===== src/rtl/regfile_pkg.sv =====
// Shared definitions for the multi-port register file (regfile_mp, regfile_scoreboard).
// Optional write-to-read forwarding in regfile_mp is enabled by REGFILE_BYPASS_EN.
package regfile_pkg;

    localparam int XLEN_DEF  = 32;
    localparam int NREGS_DEF = 32;
    localparam int ZERO_REG  = 0;

    // Widest configuration the winner function has to cover.
    localparam int MAX_NWP   = 3;
    localparam int MAX_AW    = 8;
    localparam int MAX_WA_W  = MAX_NWP * MAX_AW;

    typedef struct packed {
        logic       hit;
        logic [1:0] port;
    } wr_win_t;

    // Highest-numbered enabled write port targeting addr; writes to the zero register never hit.
    function automatic wr_win_t wr_winner(
        input logic [MAX_NWP-1:0]  we,
        input logic [MAX_WA_W-1:0] wr_addr,
        input int                  aw,
        input logic [MAX_AW-1:0]   addr
    );
        wr_win_t           win;
        logic [MAX_AW-1:0] mask;
        logic [MAX_AW-1:0] a;
        win  = '0;
        mask = MAX_AW'((1 << aw) - 1);
        for (int w = 0; w < MAX_NWP; w++) begin
            a = MAX_AW'(wr_addr >> (w * aw)) & mask;
            if (we[w] && (a == addr) && (addr != MAX_AW'(ZERO_REG))) begin
                win.hit  = 1'b1;
                win.port = 2'(w);
            end
        end
        return win;
    endfunction

endpackage


===== src/rtl/regfile_scoreboard.sv =====
// Per-register busy bits: allocation sets, write-back clears, allocation wins a tie.
// Register 0 is never busy. Not affected by REGFILE_BYPASS_EN.
module regfile_scoreboard
    import regfile_pkg::*;
#(
    parameter  int NREGS = NREGS_DEF,
    parameter  int NWP   = 2,
    localparam int AW    = $clog2(NREGS)
) (
    input  logic              clk,
    input  logic              reset,
    input  logic [NWP-1:0]    we,
    input  logic [NWP*AW-1:0] wr_addr,
    input  logic              alloc_valid,
    input  logic [AW-1:0]     alloc_addr,
    output logic [NREGS-1:0]  busy_vec
);

    logic [NREGS-1:0] w_vec;

    assign w_vec[ZERO_REG] = 1'b0;
    assign busy_vec        = w_vec;

    for (genvar r = 1; r < NREGS; r++) begin : g_bit
        logic r_b;
        logic w_set;
        logic w_clr;

        assign w_set = alloc_valid && (alloc_addr == AW'(r));

        always_comb begin
            w_clr = 1'b0;
            for (int w = 0; w < NWP; w++) begin
                if (we[w] && (wr_addr[w*AW +: AW] == AW'(r)))
                    w_clr = 1'b1;
            end
        end

        always_ff @(posedge clk or posedge reset) begin
            if (reset)
                r_b <= 1'b0;
            else if (w_set)
                r_b <= 1'b1;
            else if (w_clr)
                r_b <= 1'b0;
        end

        assign w_vec[r] = r_b;
    end

endmodule


===== src/rtl/regfile_mp.sv =====
// Multi-port integer register file with busy scoreboard; x0 reads as zero.
// Define REGFILE_BYPASS_EN to forward same-cycle write data to the read ports.
module regfile_mp
    import regfile_pkg::*;
#(
    parameter  int XLEN  = XLEN_DEF,
    parameter  int NREGS = NREGS_DEF,
    parameter  int NRP   = 2,
    parameter  int NWP   = 2,
    localparam int AW    = $clog2(NREGS)
) (
    input  logic                clk,
    input  logic                reset,
    input  logic [NRP*AW-1:0]   rd_addr,
    output logic [NRP*XLEN-1:0] rd_data,
    output logic [NRP-1:0]      rd_busy,
    input  logic [NWP-1:0]      we,
    input  logic [NWP*AW-1:0]   wr_addr,
    input  logic [NWP*XLEN-1:0] wr_data,
    input  logic                alloc_valid,
    input  logic [AW-1:0]       alloc_addr,
    output logic [NREGS-1:0]    busy_vec
);

    logic [MAX_NWP-1:0]  w_we;
    logic [MAX_WA_W-1:0] w_wr_addr;
    logic [XLEN-1:0]     w_rf [NREGS];
    logic [NREGS-1:0]    w_busy;

    assign w_we           = MAX_NWP'(we);
    assign w_wr_addr      = MAX_WA_W'(wr_addr);
    assign w_rf[ZERO_REG] = '0;
    assign busy_vec       = w_busy;

    for (genvar r = 1; r < NREGS; r++) begin : g_reg
        logic [XLEN-1:0] r_q;
        wr_win_t         w_win;

        assign w_win = wr_winner(w_we, w_wr_addr, AW, MAX_AW'(r));

        always_ff @(posedge clk or posedge reset) begin
            if (reset)
                r_q <= '0;
            else if (w_win.hit)
                r_q <= wr_data[w_win.port*XLEN +: XLEN];
        end

        assign w_rf[r] = r_q;
    end

    regfile_scoreboard #(
        .NREGS(NREGS),
        .NWP  (NWP)
    ) u_sb (
        .clk        (clk),
        .reset      (reset),
        .we         (we),
        .wr_addr    (wr_addr),
        .alloc_valid(alloc_valid),
        .alloc_addr (alloc_addr),
        .busy_vec   (w_busy)
    );

    for (genvar p = 0; p < NRP; p++) begin : g_rd
        logic [AW-1:0]   w_a;
        logic [XLEN-1:0] w_data;
        logic            w_bsy;

        assign w_a = rd_addr[p*AW +: AW];

`ifdef REGFILE_BYPASS_EN
        wr_win_t w_fwd;
        logic    w_alloc_hit;

        // Reset masks forwarding so every output stays zero while reset is high.
        assign w_fwd       = wr_winner(w_we, w_wr_addr, AW, MAX_AW'(w_a));
        assign w_alloc_hit = alloc_valid && (alloc_addr == w_a);
        assign w_data      = (w_fwd.hit && !reset) ? wr_data[w_fwd.port*XLEN +: XLEN] : w_rf[w_a];
        assign w_bsy       = (w_fwd.hit && !reset) ? w_alloc_hit : w_busy[w_a];
`else
        assign w_data      = w_rf[w_a];
        assign w_bsy       = w_busy[w_a];
`endif

        assign rd_data[p*XLEN +: XLEN] = w_data;
        assign rd_busy[p]              = w_bsy;
    end

endmodule


===== config.mk =====
export PLATFORM = sky130hd
export DESIGN_NAME = regfile_mp
export DESIGN_NICKNAME = d
export VERILOG_FILES = /design/src/rtl/regfile_pkg.sv /design/src/rtl/regfile_scoreboard.sv /design/src/rtl/regfile_mp.sv
export SDC_FILE = /design/constraint.sdc
export NUM_CORES = 2
export LEC_CHECK = 0
export CORE_MARGIN = 8
export CORE_UTILIZATION = 45
export CTS_CLUSTER_SIZE = 16
export DETAILED_ROUTE_END_ITERATION = 10
export PLACE_DENSITY = 0.6
export SYNTH_ARGS = -nofsm -noshare
export SYNTH_HDL_FRONTEND = slang
export SYNTH_SLANG_ARGS = --single-unit

===== constraint.sdc =====
create_clock -name clk -period 94.1 [get_ports clk]
set_clock_uncertainty 0.2 [all_clocks]
set_input_delay 9.41 -clock clk [delete_from_list [all_inputs] [get_ports clk]]
set_output_delay 9.41 -clock clk [all_outputs]
set_load 0.005 [all_outputs]

==> out/summary.log <==
[cts] Hold-fix buffers, CTS 0
[sta] RSZ-0062 raised after global routing no
[grt] met2 demand-to-capacity share in global routing 0.4700
[synthesis] total standard cell area after synthesis 64,150 um^2
[grt] GRT Residual Overflow 0
[cts] clock tree root buffer cell sky130_fd_sc_hd__clkbuf_16
[synthesis] net count after synthesis 6,250
[sta] final sum of negative setup slack 0 ps
[synthesis] synthesized area divided by synthesized cell count 10.42 um^2
[routing] DRC 0
[die] Core Region 141,600 um^2
[worst_setup_path] worst-case register-to-register setup slack 92,890 ps
[die] ports placed on the boundary 192
[die] die area 154,900 um^2
[synthesis] share of synthesized area occupied by flip-flops and latches 0.3991
[worst_setup_path] worst setup path startpoint rd_addr[1]
[sta] max-slew violations 0
[die] Die Y 393.6 um
[worst_setup_path] maximum fanout encountered on the critical timing path 26
[sta] crit path setup slack, layout 70,260 ps
[synthesis] warnings from Yosys 0
[routing] vias per std cell 6.613
[cts] clock tree from TritonCTS built
[synthesis] top cell type's share of synthesized area 0.3991
[routing] number of vias in the routed layout 51,710
[sta] crit path time final 23,840 ps
[grt] vias in the first global route 49,420
[sta] remaining max-slew budget at the tightest pin 0.04007
[power_and_ir_drop] static leakage 0.03087 uW
[cts] total clock buffers created by CTS 115
[power_and_ir_drop] ratio of total power to cell area 21.43 nW/um^2
[place] Port Buffers 190
[worst_setup_path] cell breakdown of the critical path buf_6 > buf_4 > buf_4 > nand2_2 > buf_4 > o22ai_1 > a211oi_1 > o31ai_1 > clkdlybuf4s50_1
[final_layout] area used by sequential logic in the layout 25,600 um^2
[sta] Tightest Pin Transition 1436 ps
[worst_setup_path] Critical Path End Type primary output
[synthesis] cell types occupying the most area after synthesis sky130_fd_sc_hd__dfrtp_1, sky130_fd_sc_hd__mux2i_1, sky130_fd_sc_hd__mux4_2
[cts] maximum clock path buffer count 3
[worst_setup_path] Worst Path Required 84,490 ps
[power_and_ir_drop] Peak supply drop 16.16 uV
[grt] wire length of the first global-routing pass 366.0 mm
[worst_setup_path] arrival time reported for the critical path endpoint 14,230 ps
[synthesis] cell count after synthesis 6,156
[run_status] status finished clean
[worst_setup_path] last element of the critical path rd_data[30]
[place] final estimated routing congestion in global placement 0.8537
[worst_setup_path] most frequent cell on the critical path sky130_fd_sc_hd__buf_4
[grt] maximum number of pins on one net before global-route repair 147
[final_layout] most frequent standard cell in the layout excluding fill and tap cells sky130_fd_sc_hd__mux2i_1
[cts] clock sink count 1,023
[worst_setup_path] worst r2r dst u_sb.g_bit[24].r_b$_DFFE_PP0P_
[synthesis] Synth Register Bits 1,023
[routing] iteration count of the initial detailed-routing pass 8
[routing] number of violations reported at the end of detailed-routing iteration 0 6,902
[power_and_ir_drop] total power 1510 uW
[job] number of maximum-capacitance constraint violations 0
[final_layout] number of fill cells in the layout 12,770
[synthesis] library cell with the largest summed area after synthesis sky130_fd_sc_hd__dfrtp_1
[sta] post-route fraction of the period consumed by the critical path 0.2534
[sta] final-layout worst hold slack 371.1 ps
[worst_setup_path] FF-to-FF path depth 2
[grt] antenna violations before repair 15
[worst_setup_path] Worst path max stage delay 1140 ps
[final_layout] signed area change from the synthesized netlist to the final layout 9.848%
[cts] clk slew on worst S/H paths 60 ps
[final_layout] multi-input gate area in the final layout 35,660 um^2
[routing] WL/cell 32.78 um
[place] worst setup slack after placement 70,620 ps
[cts] count of H-tree levels built during CTS 3
[cts] clock latency of the later-clocked register in the worst-skew pair 740 ps
[grt] layer with the highest usage met2
[die] starting density of the core 0.4530
[worst_setup_path] Worst path slowest cell sky130_fd_sc_hd__o31ai_1
[sta] Max Clock Freq 0.04194 GHz
[grt] total routing usage reported by global routing 0.3179
[worst_setup_path] startpoint types primary input
[cts] number of instances resized during post-cts repair 0
[routing] Antenna Violating Nets Remaining 0
[die] cell row count 138
[sta] Finish-stage setup viols 0
[grt] global routing met1 resource utilization 0.4378
[place] HPWL after detailed placement 140.5 mm
[final_layout] most used cells in the layout excluding fill and tap cells sky130_fd_sc_hd__mux2i_1, sky130_fd_sc_hd__dfrtp_1, sky130_fd_sc_hd__nor2_1
[worst_setup_path] Reg-to-Reg Start u_sb.g_bit[24].r_b$_DFFE_PP0P_
[final_layout] net count of the finished layout 5,920
[die] Die Span X 393.6 um
[routing] final wirelength 256.3 mm
[hold_path] path type of the worst min-delay path flop to flop
[grt] met3 routing resource usage after global routing 0.08464
[sta] hold violation count in the final report 0
[synthesis] distinct cell type count after synthesis 37
[cts] number of post-CTS setup repair buffers 0
[final_layout] layout cell share with drive strength beyond 1 0.1471
[worst_setup_path] Critical Setup Path Class primary input to primary output
[power by group]
group / switching, uW / internal [uW] / total, uW
Clock: 201 / 269 / 470
Combinational: 177 / 211 / 388
Sequential: 95.4 / 557 / 653
Total: 473 / 1040 / 1510
[synthesized netlist by cell type]
master and instances:
sky130_fd_sc_hd__nand2b_1 9, sky130_fd_sc_hd__a211oi_1 66, sky130_fd_sc_hd__a32o_1 16, sky130_fd_sc_hd__mux2i_1 1192
sky130_fd_sc_hd__buf_4 56, sky130_fd_sc_hd__nor4b_1 2, sky130_fd_sc_hd__o21ai_1 63, sky130_fd_sc_hd__nor2b_1 12
sky130_fd_sc_hd__inv_1 14, sky130_fd_sc_hd__or2_2 3, sky130_fd_sc_hd__buf_6 2, sky130_fd_sc_hd__nor2_1 535
sky130_fd_sc_hd__buf_2 161, sky130_fd_sc_hd__nand2_1 547, sky130_fd_sc_hd__dfrtp_1 1023, sky130_fd_sc_hd__and4bb_2 1
sky130_fd_sc_hd__nor4bb_1 2, sky130_fd_sc_hd__o31ai_1 66, sky130_fd_sc_hd__and4_1 1, sky130_fd_sc_hd__mux4_2 396
sky130_fd_sc_hd__nor3_2 1, sky130_fd_sc_hd__mux2_2 65, sky130_fd_sc_hd__nand4_1 1, sky130_fd_sc_hd__nor3_1 5
sky130_fd_sc_hd__conb_1 1, sky130_fd_sc_hd__clkbuf_1 513, sky130_fd_sc_hd__nand4b_1 3, sky130_fd_sc_hd__buf_1 34
sky130_fd_sc_hd__o22ai_1 66, sky130_fd_sc_hd__or3_1 3, sky130_fd_sc_hd__nor2_2 6, sky130_fd_sc_hd__and2_1 78
sky130_fd_sc_hd__and4b_1 3, sky130_fd_sc_hd__o21ai_0 498, sky130_fd_sc_hd__a22o_1 197, sky130_fd_sc_hd__a21oi_1 512
sky130_fd_sc_hd__nand4bb_1 3
[registers in the layout, indices dropped and copies added (netlist names)]
register	count
u_sb.g_bit.r_b	31
g.r_q	992
[area by class of cell]
cell class / instances / share of cell area
repair buffers: 319 / 0.04148
well taps: 1890 / 0.03356
inverters: 14 / 0.0008523
clock buffers: 175 / 0.04904
diodes: 6 / 0.0002131
clock inverters: 39 / 0.005487
multi-input cells: 4353 / 0.5061
flip-flops and latches: 1023 / 0.3633
[worst max-delay path: cells and delay by family]
kind                   cells  cell delay [ps]
buffers and inverters      5             2710
AO/OA/AOI/OAI              3             1460
AND/OR/NAND/NOR            1              590
[worst min-delay path by stage]
stage,startpoint,end,cells after the start
CTS,g_reg[12].r_q[28]$_DFFE_PP0P_,g_reg[12].r_q[28]$_DFFE_PP0P_,2
finish,g_reg[12].r_q[28]$_DFFE_PP0P_,g_reg[12].r_q[28]$_DFFE_PP0P_,2
floorplan,u_sb.g_bit[14].r_b$_DFFE_PP0P_,u_sb.g_bit[14].r_b$_DFFE_PP0P_,2
global route,g_reg[12].r_q[28]$_DFFE_PP0P_,g_reg[12].r_q[28]$_DFFE_PP0P_,2
global placement,g_reg[1].r_q[25]$_DFFE_PP0P_,g_reg[1].r_q[25]$_DFFE_PP0P_,2
detailed placement,g_reg[12].r_q[28]$_DFFE_PP0P_,g_reg[12].r_q[28]$_DFFE_PP0P_,2
[metrics by stage]
| stage | cell area, um^2 | util | std cells |
|---|---|---|---|
| 2_1_floorplan | 64150 | - | 6156 |
| 3_3_place_gp | 66610 | 0.4704 | 7599 |
| 3_5_place_dp | 66610 | 0.4704 | 7599 |
| 4_1_cts | 70450 | 0.4976 | 7813 |
| 5_1_grt | 70450 | 0.4976 | 7814 |
| 6_report | 70460 | 0.4977 | 7819 |
[cell families after synthesis]
group / count (synthesis) / share of synthesized area
flip-flops: 1023 / 0.3991
multiplexers: 1653 / 0.3365
buffers and inverters: 780 / 0.05229
AO/OA/AOI/OAI: 1484 / 0.1350
AND/OR/NAND/NOR: 1215 / 0.07711
other: 1 / 0.00005846
[per-layer routing]
metal	up-vias	part of all wire
met5	-	0.00027
met4	10	0.053
met3	677	0.11
met2	3288	0.43
met1	25960	0.40
li1	21770	-
Note: power is estimated with default switching activity, not from simulation.
